==> src/rtl/csr_exec_pipe.sv <==
// CSR execute stage: decodes Zicsr ops, forwards uncommitted CSR writes from an
// in-flight table and registers {addr, old, new, wen, illegal} for write-back.
module csr_exec_pipe #(
  parameter int XLEN      = 32,
  parameter int ADDR_W    = 12,
  parameter int FWD_DEPTH = 2
) (
  input  logic              clk,
  input  logic              rst,
  input  logic              flush,
  input  logic              in_valid,
  output logic              in_ready,
  input  logic [2:0]        in_funct3,
  input  logic [ADDR_W-1:0] in_addr,
  input  logic [XLEN-1:0]   in_rs1_val,
  input  logic [4:0]        in_src_idx,
  output logic [ADDR_W-1:0] file_raddr,
  input  logic [XLEN-1:0]   file_rdata,
  output logic              out_valid,
  input  logic              out_ready,
  output logic [ADDR_W-1:0] out_addr,
  output logic [XLEN-1:0]   out_old,
  output logic [XLEN-1:0]   out_new,
  output logic              out_wen,
  output logic              out_illegal,
  input  logic              wb_commit,
  output logic              commit_err
);

  localparam int PTR_W = (FWD_DEPTH > 1) ? $clog2(FWD_DEPTH) : 1;
  localparam int CNT_W = $clog2(FWD_DEPTH + 1);
  localparam logic [CNT_W-1:0] FULL_CNT = CNT_W'(FWD_DEPTH);

  typedef enum logic [1:0] {
    OP_ILL = 2'b00,
    OP_RW  = 2'b01,
    OP_RS  = 2'b10,
    OP_RC  = 2'b11
  } csr_op_e;

  logic              r_out_valid, r_out_wen, r_out_ill, r_commit_err;
  logic [ADDR_W-1:0] r_out_addr;
  logic [XLEN-1:0]   r_out_old, r_out_new;

  logic [ADDR_W-1:0] r_tbl_addr [FWD_DEPTH];
  logic [XLEN-1:0]   r_tbl_data [FWD_DEPTH];
  logic [PTR_W-1:0]  r_wr_ptr, r_rd_ptr;
  logic [CNT_W-1:0]  r_count;

  logic              w_full, w_tbl_block, w_accept, w_out_fire, w_push, w_pop, w_commit_err;
  logic              w_tbl_hit, w_wen, w_ill;
  logic [XLEN-1:0]   w_tbl_val, w_old, w_new, w_operand;
  csr_op_e           w_op;

  function automatic logic [PTR_W-1:0] next_ptr(input logic [PTR_W-1:0] p);
    return (p == PTR_W'(FWD_DEPTH - 1)) ? '0 : p + PTR_W'(1);
  endfunction

  // A result that must enter a full table waits in the output register until a commit frees a slot.
  assign w_full       = (r_count == FULL_CNT);
  assign w_tbl_block  = w_full & r_out_valid & r_out_wen & ~wb_commit;
  assign in_ready     = (~r_out_valid | out_ready) & ~w_tbl_block;
  assign w_accept     = in_valid & in_ready & ~flush;
  assign w_out_fire   = r_out_valid & out_ready & ~w_tbl_block;
  assign w_push       = w_out_fire & r_out_wen;
  assign w_pop        = wb_commit & ((r_count != '0) | w_push);
  assign w_commit_err = wb_commit & (r_count == '0) & ~w_push;

  assign file_raddr = in_addr;

  // Oldest-to-newest scan so the newest matching entry wins.
  always_comb begin
    int idx;
    // NOTE: every comb output gets a default first so no path leaves it unassigned (no latch).
    w_tbl_hit = 1'b0;
    w_tbl_val = '0;
    idx       = 0;
    for (int i = 0; i < FWD_DEPTH; i++) begin
      idx = int'(r_rd_ptr) + i;
      if (idx >= FWD_DEPTH) idx = idx - FWD_DEPTH;
      if ((CNT_W'(i) < r_count) && (r_tbl_addr[PTR_W'(idx)] == in_addr)) begin
        w_tbl_hit = 1'b1;
        w_tbl_val = r_tbl_data[PTR_W'(idx)];
      end
    end
  end

  always_comb begin
    w_op      = csr_op_e'(in_funct3[1:0]);
    w_operand = in_funct3[2] ? XLEN'(in_src_idx) : in_rs1_val;
    if (r_out_valid && r_out_wen && (r_out_addr == in_addr)) w_old = r_out_new;
    else if (w_tbl_hit)                                      w_old = w_tbl_val;
    else                                                     w_old = file_rdata;
    w_new = '0;
    w_wen = 1'b0;
    w_ill = 1'b0;
    case (w_op)
      OP_RW: begin
        w_new = w_operand;
        w_wen = 1'b1;
      end
      OP_RS: begin
        w_new = w_old | w_operand;
        w_wen = (in_src_idx != 5'd0);
      end
      OP_RC: begin
        w_new = w_old & ~w_operand;
        w_wen = (in_src_idx != 5'd0);
      end
      default: w_ill = 1'b1;
    endcase
  end

  always_ff @(posedge clk or posedge rst) begin
    if (rst) begin
      r_out_valid  <= 1'b0;
      r_out_wen    <= 1'b0;
      r_out_ill    <= 1'b0;
      r_out_addr   <= '0;
      r_out_old    <= '0;
      r_out_new    <= '0;
      r_commit_err <= 1'b0;
      r_wr_ptr     <= '0;
      r_rd_ptr     <= '0;
      r_count      <= '0;
    end else begin
      if (w_commit_err && !flush) r_commit_err <= 1'b1;
      if (flush) begin
        r_out_valid <= 1'b0;
        r_wr_ptr    <= '0;
        r_rd_ptr    <= '0;
        r_count     <= '0;
      end else begin
        if (w_accept) begin
          r_out_valid <= 1'b1;
          r_out_addr  <= in_addr;
          r_out_old   <= w_old;
          r_out_new   <= w_new;
          r_out_wen   <= w_wen;
          r_out_ill   <= w_ill;
        end else if (w_out_fire) begin
          r_out_valid <= 1'b0;
        end
        if (w_push) r_wr_ptr <= next_ptr(r_wr_ptr);
        if (w_pop)  r_rd_ptr <= next_ptr(r_rd_ptr);
        r_count <= r_count + CNT_W'(w_push) - CNT_W'(w_pop);
      end
    end
  end

  // NOTE: table storage has no reset; r_count alone decides which entries are live.
  always_ff @(posedge clk) begin
    if (w_push && !flush) begin
      r_tbl_addr[r_wr_ptr] <= r_out_addr;
      r_tbl_data[r_wr_ptr] <= r_out_new;
    end
  end

  assign out_valid   = r_out_valid;
  assign out_addr    = r_out_addr;
  assign out_old     = r_out_old;
  assign out_new     = r_out_new;
  assign out_wen     = r_out_wen;
  assign out_illegal = r_out_ill;
  assign commit_err  = r_commit_err;

endmodule
==> config.mk <==
export PLATFORM = sky130hd
export DESIGN_NAME = csr_exec_pipe
export DESIGN_NICKNAME = d
export VERILOG_FILES = /design/src/rtl/csr_exec_pipe.sv
export SDC_FILE = /design/constraint.sdc
export NUM_CORES = 1
export LEC_CHECK = 0
export CORE_ASPECT_RATIO = 0.5
export CORE_MARGIN = 3
export CORE_UTILIZATION = 41
export CTS_CLUSTER_DIAMETER = 30
export DETAILED_ROUTE_END_ITERATION = 7
export GPL_TIMING_DRIVEN = 0
export MAX_ROUTING_LAYER = met4
export PLACE_DENSITY = 0.74
export SLEW_MARGIN = 10
export SYNTH_ARGS = -nofsm -noshare
export SYNTH_HDL_FRONTEND = slang
export SYNTH_SLANG_ARGS = --single-unit
==> constraint.sdc <==
create_clock -name clk -period 11.9 [get_ports clk]
set_clock_uncertainty 0.2 [all_clocks]
set_input_delay 1.19 -clock clk [delete_from_list [all_inputs] [get_ports clk]]
set_output_delay 1.19 -clock clk [all_outputs]
set_load 0.02 [all_outputs]
==> impl_results.rst, run 1 <==
.. list-table::
   :header-rows: 1

   * - Metric
     - Value
   * - DIE AREA
     - 0.0247 mm^2
   * - Root buffer selected by CTS
     - sky130_fd_sc_hd__clkbuf_16
   * - Overflow left after global routing
     - 0
   * - Endpoint class of the critical path
     - register
   * - Path type of the worst min-delay path
     - reg -> reg
   * - Startpoint of the worst register-to-register path
     - out_addr[9]$_DFFE_PP0P_
   * - Unrepaired setup endpoints after global routing
     - no
   * - CTS tree
     - yes
   * - Launch instance of the worst min-delay path
     - out_old[17]$_DFFE_PP0P_
   * - Average footprint of a synthesized cell
     - 10.1 um^2
   * - Ports placed on the boundary
     - 183
   * - Vias
     - 8,812
   * - Clk slew on worst S/H paths
     - 0.06 ns
   * - Async set-reset flop share out of synthesis
     - 48.8%
   * - Initial standard-cell utilization of the core
     - 42.3%
   * - Setup violations, final
     - 0
   * - Number of instances in the synthesized netlist
     - 919
   * - Critical-path maximum fanout
     - 10
   * - Endpoint arrival time on the critical path
     - 4.62 ns
   * - Initial detailed-routing violation count
     - 911
   * - Synthesis-stage register bit count
     - 172
   * - Layout Area Growth over Synthesis
     - 30.6%
   * - Most frequent standard cell in the layout excluding fill and tap cells
     - sky130_fd_sc_hd__clkdlybuf4s50_1
   * - Core box area
     - 0.0220 mm^2
   * - Number of enable-type register cells in the synthesized netlist
     - 88
   * - Number of buffers added for setup after CTS
     - 0
   * - Nets
     - 1,221
   * - Period minus WS final
     - 4.45 ns
   * - Resize count post-CTS
     - 0
   * - Via density per instance
     - 6.11
   * - Final worst hold slack
     - 0.265 ns
   * - Number of global-route vias before repair
     - 8,838
   * - Instance count after placement with tap cells included
     - 1,410
   * - Worst slew margin
     - 43.9%
   * - Routed Antenna Nets
     - 0
   * - Rows
     - 38
   * - Hold Fails Final Rpt
     - 0
   * - Outcome
     - finished clean
   * - Final WL
     - 32.7 mm
   * - Critical Path Source
     - in_addr[0]
   * - Power per cell area
     - 164 mW/mm^2
   * - Worst hold path depth
     - 2
   * - Cell variety after synth
     - 52
   * - Final Cycle Share
     - 37.4%
   * - Number of antenna violations at the first check in global routing
     - 0
   * - Data required time at the worst endpoint
     - 12.07 ns
   * - Maximum clock rate
     - 224 MHz
   * - Launching element type of the critical path
     - input port
   * - Max Buffers Root-to-Sink
     - 2
   * - Worst skew pair latency
     - 0.44 ns
   * - Synthesized Nets
     - 1,011
   * - Length of the first detailed-routing pass in iterations
     - 8
   * - Clk sinks
     - 172
   * - Reg-to-Reg End
     - out_old[20]$_DFFE_PP0P_
   * - Maximum resistive drop on vdd
     - 0.0845 mV
   * - Pin count of the biggest net entering global routing
     - 45
   * - Commonest non-fill, non-tap cells in the layout
     - 180 x sky130_fd_sc_hd__clkdlybuf4s50_1, 110 x sky130_fd_sc_hd__nand2_1, 88 x sky130_fd_sc_hd__edfxtp_1
   * - Final standard cell count with taps included and fillers excluded
     - 1,443
   * - Count of buffers inserted at the top-level ports
     - 180
   * - Worst Tran Pin Value
     - 0.842 ns
   * - Die Width
     - 219 um
   * - Register area share after synthesis
     - 50.9%
   * - Summed negative setup slack over all endpoints
     - 0 ns
   * - Num CTS Buffers
     - 17
   * - CTS HTree Levels
     - 4
   * - Drt wl/cell
     - 22.7 um
   * - Total number of yosys warnings
     - 0
   * - Worst r2r path cells
     - 8
   * - Leakage power of the design
     - 0.00445 uW
   * - Total routing resource utilization after global routing
     - 27.1%
   * - Total Power Consumption
     - 1990 uW
   * - HPWL Detailed
     - 23.5 mm
   * - Worst Hold Path EP
     - out_old[17]$_DFFE_PP0P_
   * - First-pass GRT wire length
     - 49.7 mm
   * - Fraction of final layout cells sized beyond drive strength 1
     - 8.06%
   * - Critical Setup Path Class
     - in -> reg
   * - Maximum capacitance violations
     - 0
   * - Minimum setup slack among reg-to-reg paths
     - 8.35 ns
   * - Primary FF master, synth
     - sky130_fd_sc_hd__edfxtp_1
   * - Netlist Area Pre-Place
     - 0.00932 mm^2
   * - Count of hold buffers inserted by post-cts repair
     - 0
   * - Routability congestion estimate from global placement
     - 0.977
   * - Vertical die dimension
     - 113 um
   * - DRC errors left
     - 0
   * - Number of max-slew violations in the final report
     - 0
==> critical path, stage by stage <==
cell and delay, ns:
sky130_fd_sc_hd__clkdlybuf4s50_1 0.53, sky130_fd_sc_hd__xor2_1 0.23, sky130_fd_sc_hd__nor4_1 0.55, sky130_fd_sc_hd__nand4_1 0.33, sky130_fd_sc_hd__nor2_1 0.30, sky130_fd_sc_hd__clkbuf_1 0.53
sky130_fd_sc_hd__clkbuf_1 0.67, sky130_fd_sc_hd__a221oi_2 0.11, sky130_fd_sc_hd__o21ai_1 0.18
==> cell type report <==
cell class	count	area, um^2
clock buffers	23	458
repair buffers	191	1900
clock inverters	9	96.3
multi-input cells	647	4080
diodes	1	2.50
flip-flops and latches	172	4740
well taps	300	375
plain buffers	93	480
inverters	7	28.8
fillers	1880	9840
==> metal layers <==
layer | global-route usage [%] | share of wire, %
met5 | - | 0
met4 | 11.9 | 3.5
met3 | 6.28 | 9.8
met2 | 41.9 | 47
met1 | 34.4 | 40
==> worst max-delay path by stage <==
stage                                        to  slack (ns)  depth (start not counted)
global placement    r_tbl_data[1][20]$_DFFE_PP_        3.41                          5
floorplan            r_tbl_addr[1][0]$_DFFE_PP_        6.40                          4
CTS                     out_old[19]$_DFFE_PP0P_        7.48                          9
global route            out_new[20]$_DFFE_PP0P_        7.29                          9
finish                  out_old[20]$_DFFE_PP0P_        7.45                          9
detailed placement      out_old[28]$_DFFE_PP0P_        7.07                          9
==> where the power goes <==
part / switching (uW) / internal [uW]
combinational: 377 / 297
sequential: 71.0 / 706
clock: 232 / 312
==> sequential cells by signal (all words and copies together), names as in the netlist, 2 cells and up <==
name / flops
out_old: 32
r_tbl_addr: 24
r_tbl_data: 64
out_addr: 12
r_count: 2
out_new: 32
==> through the flow <==
stage / util (%) / setup WS (ns) / instance area, um^2
after CTS: 55.3 / 7.48 / 12200
after detailed placement: 52.8 / 7.07 / 11600
after global placement: 52.2 / 3.41 / 11500
after global routing: 55.3 / 7.29 / 12200
after floorplan: - / 6.40 / 9320
final: 55.3 / 7.45 / 12200
==> cell usage after synthesis, types with 20 or more instances <==
master	n	area (um^2)
sky130_fd_sc_hd__a221o_1	22	220
sky130_fd_sc_hd__o41ai_1	20	175
sky130_fd_sc_hd__edfxtp_1	88	2640
sky130_fd_sc_hd__nor2_1	51	191
sky130_fd_sc_hd__dfrtp_1	84	2100
sky130_fd_sc_hd__nand3_1	42	210
sky130_fd_sc_hd__a21oi_1	42	210
sky130_fd_sc_hd__mux2i_1	37	370
sky130_fd_sc_hd__o21ai_1	43	215
sky130_fd_sc_hd__xor2_1	26	228
sky130_fd_sc_hd__a31oi_1	42	263
sky130_fd_sc_hd__o21ai_0	24	120
sky130_fd_sc_hd__clkbuf_1	58	218
sky130_fd_sc_hd__nand2_1	110	413
sky130_fd_sc_hd__nor2b_1	23	144
==> kinds of logic (layout without fill, tap and decap cells) <==
logic type | after synthesis | after routing | synth area share, %
AO/OA/AOI/OAI | 268 | 268 | 20.2
XOR/XNOR | 40 | 40 | 3.76
adder cells (fa/ha/maj) | 2 | 2 | 0.268
buffers and inverters | 100 | 323 | 5.44
flip-flops | 172 | 172 | 50.9
multiplexers | 37 | 37 | 3.97
other | 0 | 1 | 0
AND/OR/NAND/NOR | 300 | 300 | 15.5
(Power assumes the default switching activity.)
==> run 2: changes to the inputs <==
--- a/config.mk
+++ b/config.mk
@@ -12,7 +12,7 @@
 export DETAILED_ROUTE_END_ITERATION = 7
 export GPL_TIMING_DRIVEN = 0
 export MAX_ROUTING_LAYER = met4
-export PLACE_DENSITY = 0.74
+export PLACE_DENSITY = 0.76
 export SLEW_MARGIN = 10
 export SYNTH_ARGS = -nofsm -noshare
 export SYNTH_HDL_FRONTEND = slang
==> constraint.sdc (replaced) <==
create_clock -name clk -period 3.6 [get_ports clk]
set_clock_uncertainty 0.2 [all_clocks]
set_input_delay 0.36 -clock clk [delete_from_list [all_inputs] [get_ports clk]]
set_output_delay 0.36 -clock clk [all_outputs]
set_load 0.02 [all_outputs]
==> run 2 against run 1 <==
  * Register-to-register slack got worse by 8.1 ns
  * Worst hold slack lost 0.13 ns
  * Design area rose by 0.45%
  * Core utilization increased by 0.25 points
  * Via count grew 1.1%
  * Sequential cell count unchanged
  * Critical path type is now reg -> reg
  * Critical endpoint is now out_new[6]$_DFFE_PP0P_
==> impl_results.rst, run 2 (same netlist as run 1, synthesis figures left out) <==
.. list-table::
   :header-rows: 1

   * - Metric
     - Value
   * - Routed Antenna Nets
     - 0 (unchanged)
   * - Endpoint class of the critical path
     - register
   * - Via density per instance
     - 6.20 (+1.5%)
   * - Ports placed on the boundary
     - 183 (unchanged)
   * - Overflow left after global routing
     - 0 (unchanged)
   * - Most frequent standard cell in the layout excluding fill and tap cells
     - sky130_fd_sc_hd__clkdlybuf4s50_1
   * - Instance count after placement with tap cells included
     - 1,406 (-0.28%)
   * - Critical path buffer and inverter count
     - 4 (+1)
   * - Initial standard-cell utilization of the core
     - 42.3% (unchanged)
   * - Worst skew pair latency
     - 0.45 ns (about the same)
   * - Maximum clock rate
     - 294 MHz
   * - Num CTS Buffers
     - 17 (unchanged)
   * - Maximum resistive drop on vdd
     - 0.314 mV (+270%)
   * - Power per cell area
     - 542 mW/mm^2 (+230%)
   * - Post-Layout Inst Area
     - 0.0122 mm^2 (+0.45%)
   * - Period minus WS final
     - 3.40 ns
   * - HPWL Detailed
     - 23.4 mm (-0.47%)
   * - Minimum setup slack among reg-to-reg paths
     - 0.20 ns (-8.15 ns)
   * - Number of max-slew violations in the final report
     - 0 (unchanged)
   * - CTS tree
     - yes
   * - Series of cell instances along the critical path
     - buf_6 -> buf_6 -> mux2i_1 -> xor2_1 -> nand3_1 -> nor4_2 -> buf_2 -> buf_2 -> a21oi_1 -> a22oi_1 -> o21ai_1 -> a21oi_1
   * - Max Buffers Root-to-Sink
     - 2 (unchanged)
   * - Clock network fraction of total power
     - 27.4% (about the same)
   * - CTS HTree Levels
     - 4 (unchanged)
   * - Post-place instance area
     - 0.0117 mm^2 (+0.39%)
   * - Number of global-route vias before repair
     - 8,727 (-1.3%)
   * - Initial detailed-routing violation count
     - 1,292 (+42%)
   * - Vertical die dimension
     - 113 um (unchanged)
   * - Hold Fails Final Rpt
     - 0 (unchanged)
   * - Register share of total power
     - 38.7% (-0.2 points)
   * - Final worst hold slack
     - 0.138 ns (-0.128 ns)
   * - Nets
     - 1,217 (-0.33%)
   * - Share of total power in combinational logic
     - 33.9% (about the same)
   * - Reg-to-Reg End
     - out_new[6]$_DFFE_PP0P_
   * - Setup violations, final
     - 0 (unchanged)
   * - Unrepaired setup endpoints after global routing
     - no
   * - Length of the first detailed-routing pass in iterations
     - 8 (unchanged)
   * - Worst hold path depth
     - 2 (unchanged)
   * - Launch instance of the worst min-delay path
     - flush
   * - Fraction of final layout cells sized beyond drive strength 1
     - 8.35% (+0.29 points)
   * - Commonest non-fill, non-tap cells in the layout
     - 180 x sky130_fd_sc_hd__clkdlybuf4s50_1, 110 x sky130_fd_sc_hd__nand2_1, 88 x sky130_fd_sc_hd__edfxtp_1
   * - Layout Area Growth over Synthesis
     - 31.2%
   * - Switching share of total power
     - 36.0% (+1.9 points)
   * - Master of the slowest instance on the critical path
     - sky130_fd_sc_hd__nor4_2
   * - Outcome
     - finished clean
   * - DIE AREA
     - 0.0247 mm^2 (unchanged)
   * - Pin count of the biggest net entering global routing
     - 54 (+20%)
   * - Reg with most FFs
     - r_tbl_data
   * - Leakage power of the design
     - 0.00446 uW (+0.18%)
   * - Flip-flop count of the largest register, all copies and words added
     - 64 (unchanged)
   * - Launching element type of the critical path
     - register
   * - Final WL
     - 33.0 mm (+0.92%)
   * - Rows
     - 38 (unchanged)
   * - Cell family contributing the most delay on the critical path
     - buffers and inverters
   * - Die Width
     - 219 um (unchanged)
   * - Stage delay of the slowest cell on the critical path
     - 0.48 ns (-0.19 ns)
   * - Worst slew margin
     - 43.8% (about the same)
   * - Critical-path maximum fanout
     - 10 (unchanged)
   * - Worst Hold Path EP
     - r_count[1]$_DFF_PP0_
   * - Critical Setup Path Class
     - reg -> reg
   * - Worst Tran Pin Value
     - 0.842 ns (+0.000258 ns)
   * - First-pass GRT wire length
     - 49.8 mm (+0.28%)
   * - Clk slew on worst S/H paths
     - 0.07 ns (about the same)
   * - Switch Pwr
     - 2380 uW (+250%)
   * - DRC errors left
     - 0 (unchanged)
   * - Clk sinks
     - 172 (unchanged)
   * - Data required time at the worst endpoint
     - 3.77 ns (-8.30 ns)
   * - Worst r2r path cells
     - 12 (+4)
   * - Core box area
     - 0.0220 mm^2 (unchanged)
   * - Maximum capacitance violations
     - 0 (unchanged)
   * - Endpoint arrival time on the critical path
     - 3.57 ns (-1.05 ns)
   * - Number of antenna violations at the first check in global routing
     - 1 (+1)
   * - Count of buffers inserted at the top-level ports
     - 180 (unchanged)
   * - Routability congestion estimate from global placement
     - 0.982 (+0.54%)
   * - Total routing resource utilization after global routing
     - 27.2% (+0.036 points)
   * - Cell internal pwr
     - 4240 uW (+220%)
   * - Startpoint of the worst register-to-register path
     - r_rd_ptr$_DFFE_PP0P_
   * - Final standard cell count with taps included and fillers excluded
     - 1,438 (-0.35%)
   * - Total inserted antenna cells
     - 0 (-1)
   * - Drt wl/cell
     - 22.9 um (+1.3%)
   * - Final Cycle Share
     - 94.4%
   * - Vias
     - 8,911 (+1.1%)
   * - Root buffer selected by CTS
     - sky130_fd_sc_hd__clkbuf_16
   * - Path type of the worst min-delay path
     - in -> reg
[run 2: changes by cell type in the layout (fill, tap and decap cells not counted), sizes merged]
cell      previous run  this run
bufinv               2         0
clkbuf              81        76
inv                  7        15
diode                1         0
clkinv               6         4
buf                 46        42
clkinvlp             1         2
[run 2: final cells by class]
| type | count | area [um^2] |
|---|---|---|
| repair buffers | 187 | 1940 |
| clock inverters | 14 | 126 |
| clock buffers | 18 | 439 |
| fillers | 1837 | 9790 |
| inverters | 7 | 28.8 |
| plain buffers | 93 | 482 |
| multi-input cells | 647 | 4090 |
| flip-flops and latches | 172 | 4740 |
| well taps | 300 | 375 |
[run 2: per-layer routing]
layer | wire [um] | part of all wire [%] | GRT usage [%] | vias up
met2 | 15600 | 47 | 42.7 | 583
met1 | 13200 | 40 | 35.0 | 4352
met4 | 1200 | 3.6 | 11.1 | 0
met5 | 0 | 0 | - | -
met3 | 3040 | 9.2 | 4.87 | 103
li1 | - | - | - | 3873
[run 2: worst reg2reg max path, stage by stage, from the launching register on]
cell	delay, ns
sky130_fd_sc_hd__dfrtp_1	0.34
sky130_fd_sc_hd__buf_6	0.13
sky130_fd_sc_hd__buf_6	0.18
sky130_fd_sc_hd__mux2i_1	0.25
sky130_fd_sc_hd__xor2_1	0.19
sky130_fd_sc_hd__nand3_1	0.22
sky130_fd_sc_hd__nor4_2	0.49
sky130_fd_sc_hd__buf_2	0.31
sky130_fd_sc_hd__buf_2	0.30
sky130_fd_sc_hd__a21oi_1	0.11
sky130_fd_sc_hd__a22oi_1	0.34
sky130_fd_sc_hd__o21ai_1	0.13
sky130_fd_sc_hd__a21oi_1	0.15
[run 2: worst max-delay path by stage]
stage	end	startpoint	depth (start not counted)
2_1_floorplan	r_tbl_addr[1][0]$_DFFE_PP_	r_count[1]$_DFF_PP0_	4
3_3_place_gp	r_tbl_data[1][21]$_DFFE_PP_	wb_commit	5
3_5_place_dp	out_old[28]$_DFFE_PP0P_	in_addr[0]	9
4_1_cts	out_old[28]$_DFFE_PP0P_	in_addr[0]	9
5_1_grt	out_new[12]$_DFFE_PP0P_	r_rd_ptr$_DFFE_PP0P_	12
6_report	out_new[6]$_DFFE_PP0P_	r_rd_ptr$_DFFE_PP0P_	12
[run 2: per-stage QoR]
step	TNS (ns)	util, %	power, uW	setup slack (ns)
after global placement	-182.75	52.3	4730	-1.36
after floorplan	0	-	3870	0.348
after global routing	0	55.5	6880	0.0357
after detailed placement	-5.80	53.0	4800	-0.311
final	0	55.5	6630	0.202
after CTS	0	55.5	6590	0.0939
[run 2: power by group through the flow]
stage	registers, uW	logic, uW	clock network, uW
finish	2570	2240	1810
global route	2590	2380	1900
CTS	2560	2220	1820
detailed placement	2600	2200	0
global placement	2590	2150	0
floorplan	2770	1100	0
[run 2: timing repair]
action	4_1_cts	5_1_grt
gates resized for setup	0	3
setup endpoints to repair	0	20
buffers inserted	0	0
hold buffers	0	0
==> run 3: changes to the inputs <==
--- a/config.mk
+++ b/config.mk
@@ -13,7 +13,7 @@
 export GPL_TIMING_DRIVEN = 0
 export MAX_ROUTING_LAYER = met4
 export PLACE_DENSITY = 0.76
-export SLEW_MARGIN = 10
+export SLEW_MARGIN = 20
 export SYNTH_ARGS = -nofsm -noshare
 export SYNTH_HDL_FRONTEND = slang
 export SYNTH_SLANG_ARGS = --single-unit
==> run 3 against run 2 <==
  * Clock power increased by 18%
  * Critical path depth fell by 2
  * Combinational power hardly changed
  * Highest routed layer unchanged
  * Fmax shrank 1.4%
  * Largest power group unchanged
  * Clock-buffer cell count up 1
  * Non-clock buffer count rose by 3
  * Design area up 1.0%
  * Largest cell class unchanged
  * Global-route usage is 0.18 points higher
  * Die area unchanged
==> impl_results.rst, run 3 (same netlist as run 1, synthesis figures left out) <==
.. list-table::
   :header-rows: 1

   * - Metric
     - Value
   * - Most frequent standard cell in the layout excluding fill and tap cells
     - sky130_fd_sc_hd__clkdlybuf4s50_1
   * - Layout Area Growth over Synthesis
     - 32.5%
   * - Worst Tran Pin Value
     - 0.816 ns (-0.0258 ns)
   * - DRC errors left
     - 0 (unchanged)
   * - Ports placed on the boundary
     - 183 (unchanged)
   * - Overflow left after global routing
     - 0 (unchanged)
   * - Num CTS Buffers
     - 17 (unchanged)
   * - Drt wl/cell
     - 23.0 um (+0.36%)
   * - Setup violations, final
     - 0 (unchanged)
   * - Core box area
     - 0.0220 mm^2 (unchanged)
   * - Leakage power of the design
     - 0.00450 uW (+1.1%)
   * - Initial detailed-routing violation count
     - 1,256 (-2.8%)
   * - Summed negative setup slack over all endpoints
     - 0 ns (unchanged)
   * - Outcome
     - finished clean
   * - Number of antenna violations at the first check in global routing
     - 0 (-1)
   * - Total inserted antenna cells
     - 0 (unchanged)
   * - Stage delay of the slowest cell on the critical path
     - 0.58 ns (+0.10 ns)
   * - Final standard cell count with taps included and fillers excluded
     - 1,441 (+0.21%)
   * - Most used cell along the critical path
     - sky130_fd_sc_hd__a31oi_1
   * - Worst slew margin
     - 45.6% (+1.7 points)
   * - Switch Pwr
     - 2330 uW (-2.3%)
   * - CTS tree
     - yes
   * - Series of cell instances along the critical path
     - clkdlybuf4s50_1 -> xor2_1 -> nor4_1 -> nand4_1 -> nor2_1 -> clkbuf_1 -> a31oi_1 -> o21ai_1 -> o2111ai_1 -> a31oi_1
   * - Critical Path Source
     - in_addr[9]
   * - Via density per instance
     - 6.20 (about the same)
   * - Fraction of final layout cells sized beyond drive strength 1
     - 8.33% (-0.022 points)
   * - Routed Antenna Nets
     - 0 (unchanged)
   * - Pin count of the biggest net entering global routing
     - 75 (+39%)
   * - Switching share of total power
     - 33.5% (-2.5 points)
   * - Routability congestion estimate from global placement
     - 0.982 (unchanged)
   * - Die Width
     - 219 um (unchanged)
   * - Vertical die dimension
     - 113 um (unchanged)
   * - Unrepaired setup endpoints after global routing
     - no
   * - Setup ws final
     - 0.155 ns (-0.0472 ns)
   * - Number of buffers added for setup after CTS
     - 0 (unchanged)
   * - Rows
     - 38 (unchanged)
   * - Critical-path maximum fanout
     - 10 (unchanged)
   * - Endpoint class of the critical path
     - register
   * - Launch instance of the worst min-delay path
     - flush
   * - Met1 Use GR
     - 35.1% (+0.13 points)
   * - Register share of total power
     - 37.0% (-1.7 points)
   * - Flip-flop count of the largest register, all copies and words added
     - 64 (unchanged)
   * - Met2 demand-to-capacity share in global routing
     - 42.8% (+0.13 points)
   * - Layer carrying the most global-route usage
     - met2
   * - Number of max-slew violations in the final report
     - 0 (unchanged)
   * - Met3 capacity usage during global routing
     - 4.95% (+0.081 points)
   * - Final WL
     - 33.2 mm (+0.57%)
   * - Length of the first detailed-routing pass in iterations
     - 6 (-2)
   * - Critical Setup Path Class
     - in -> reg
   * - Endpoint arrival time on the critical path
     - 3.61 ns (+0.04 ns)
   * - Instance count after placement with tap cells included
     - 1,408 (+0.14%)
   * - Period minus WS final
     - 3.45 ns (+0.0472 ns)
   * - DIE AREA
     - 0.0247 mm^2 (unchanged)
   * - Root buffer selected by CTS
     - sky130_fd_sc_hd__clkbuf_16
   * - Maximum clock rate
     - 290 MHz (-1.4%)
   * - Vias
     - 8,937 (+0.29%)
   * - Data required time at the worst endpoint
     - 3.77 ns (about the same)
   * - Max Buffers Root-to-Sink
     - 2 (unchanged)
   * - Maximum capacitance violations
     - 0 (unchanged)
   * - Clock network fraction of total power
     - 30.7% (+3.3 points)
   * - Final Cycle Share
     - 95.7% (+1.3 points)
   * - Nets
     - 1,220 (+0.25%)
   * - Total Power Consumption
     - 6950 uW (+4.9%)
   * - HPWL Detailed
     - 23.5 mm (+0.56%)
   * - Total routing resource utilization after global routing
     - 27.3% (+0.18 points)
   * - Master of the slowest instance on the critical path
     - sky130_fd_sc_hd__clkbuf_1
   * - First-pass GRT wire length
     - 50.1 mm (+0.68%)
   * - Power per cell area
     - 563 mW/mm^2 (+3.9%)
   * - Post-Place Worst Slack
     - -0.340 ns (-0.0289 ns)
   * - Launching element type of the critical path
     - input port
   * - Share of total power in combinational logic
     - 32.4% (-1.5 points)
   * - Clk slew on worst S/H paths
     - 0.07 ns (about the same)
   * - Worst skew pair latency
     - 0.44 ns (about the same)
   * - Initial standard-cell utilization of the core
     - 42.3% (unchanged)
   * - Maximum resistive drop on vdd
     - 0.277 mV (-12%)
   * - Startpoint of the worst register-to-register path
     - r_rd_ptr$_DFFE_PP0P_
   * - Reg with most FFs
     - r_tbl_data
   * - Cell internal pwr
     - 4620 uW (+9.0%)
   * - CTS HTree Levels
     - 4 (unchanged)
   * - Count of buffers inserted at the top-level ports
     - 180 (unchanged)
   * - Number of global-route vias before repair
     - 8,951 (+2.6%)
   * - Clk sinks
     - 172 (unchanged)
   * - Path type of the worst min-delay path
     - in -> reg
   * - Final worst hold slack
     - 0.126 ns (-0.0118 ns)
   * - Hold Fails Final Rpt
     - 0 (unchanged)
   * - Commonest non-fill, non-tap cells in the layout
     - 180 x sky130_fd_sc_hd__clkdlybuf4s50_1, 110 x sky130_fd_sc_hd__nand2_1, 88 x sky130_fd_sc_hd__edfxtp_1
run 3: repair_timing:
item / 4_1_cts / 5_1_grt
hold buffers: 1 / 0
hold endpoints to repair: 8 / 0
setup endpoints to repair: 0 / 20
gates resized for setup: 0 / 2
run 3: worst paths after layout:
kind                                       endpoint  slack [ns]  cells after the start
max                         out_new[29]$_DFFE_PP0P_        0.15                     10
min                            r_count[1]$_DFF_PP0_        0.13                      2
max reg2reg                  out_new[4]$_DFFE_PP0P_        0.25                     12
min reg2reg                 out_old[18]$_DFFE_PP0P_        0.27                      2
max in group asynchronous   out_new[20]$_DFFE_PP0P_        2.00                      4
min in group asynchronous  out_addr[11]$_DFFE_PP0P_        0.57                      3
run 3: power groups by stage:
stage | clock network [uW] | logic (uW) | registers, uW
floorplan | 0 | 1100 | 2770
CTS | 2130 | 2230 | 2560
global placement | 0 | 2150 | 2590
finish | 2130 | 2250 | 2570
global route | 2220 | 2390 | 2600
detailed placement | 0 | 2200 | 2600
run 3: stage by stage:
| step | instance area [um^2] | utilization [%] |
|---|---|---|
| finish | 12400 | 56.1 |
| detailed placement | 11700 | 53.0 |
| CTS | 12300 | 56.1 |
| floorplan | 9330 | - |
| global route | 12400 | 56.1 |
| global placement | 11500 | 52.3 |
run 3: worst max-delay path, delay by kind of cell:
kind / cells / cell delay [ns]
compound gates: 4 / 0.77
xor+xnor: 1 / 0.22
buf+inv: 2 / 1.14
simple gates: 3 / 1.12
run 3: area by class of cell:
class                           instances  area [um^2]
Inverter                                7         31.3
Clock inverter                         13          236
Fill cell                            1836         9660
Clock buffer                           19          433
Buffer                                 93          482
Multi-Input combinational cell        647         4090
Tap cell                              300          375
Timing Repair Buffer                  190         1960
Sequential cell                       172         4740
run 3: routing by layer:
layer	part of all wire [%]	wire, um
met1	40	13400
met2	47	15600
met3	8.6	2850
met4	3.9	1310
met5	0	0
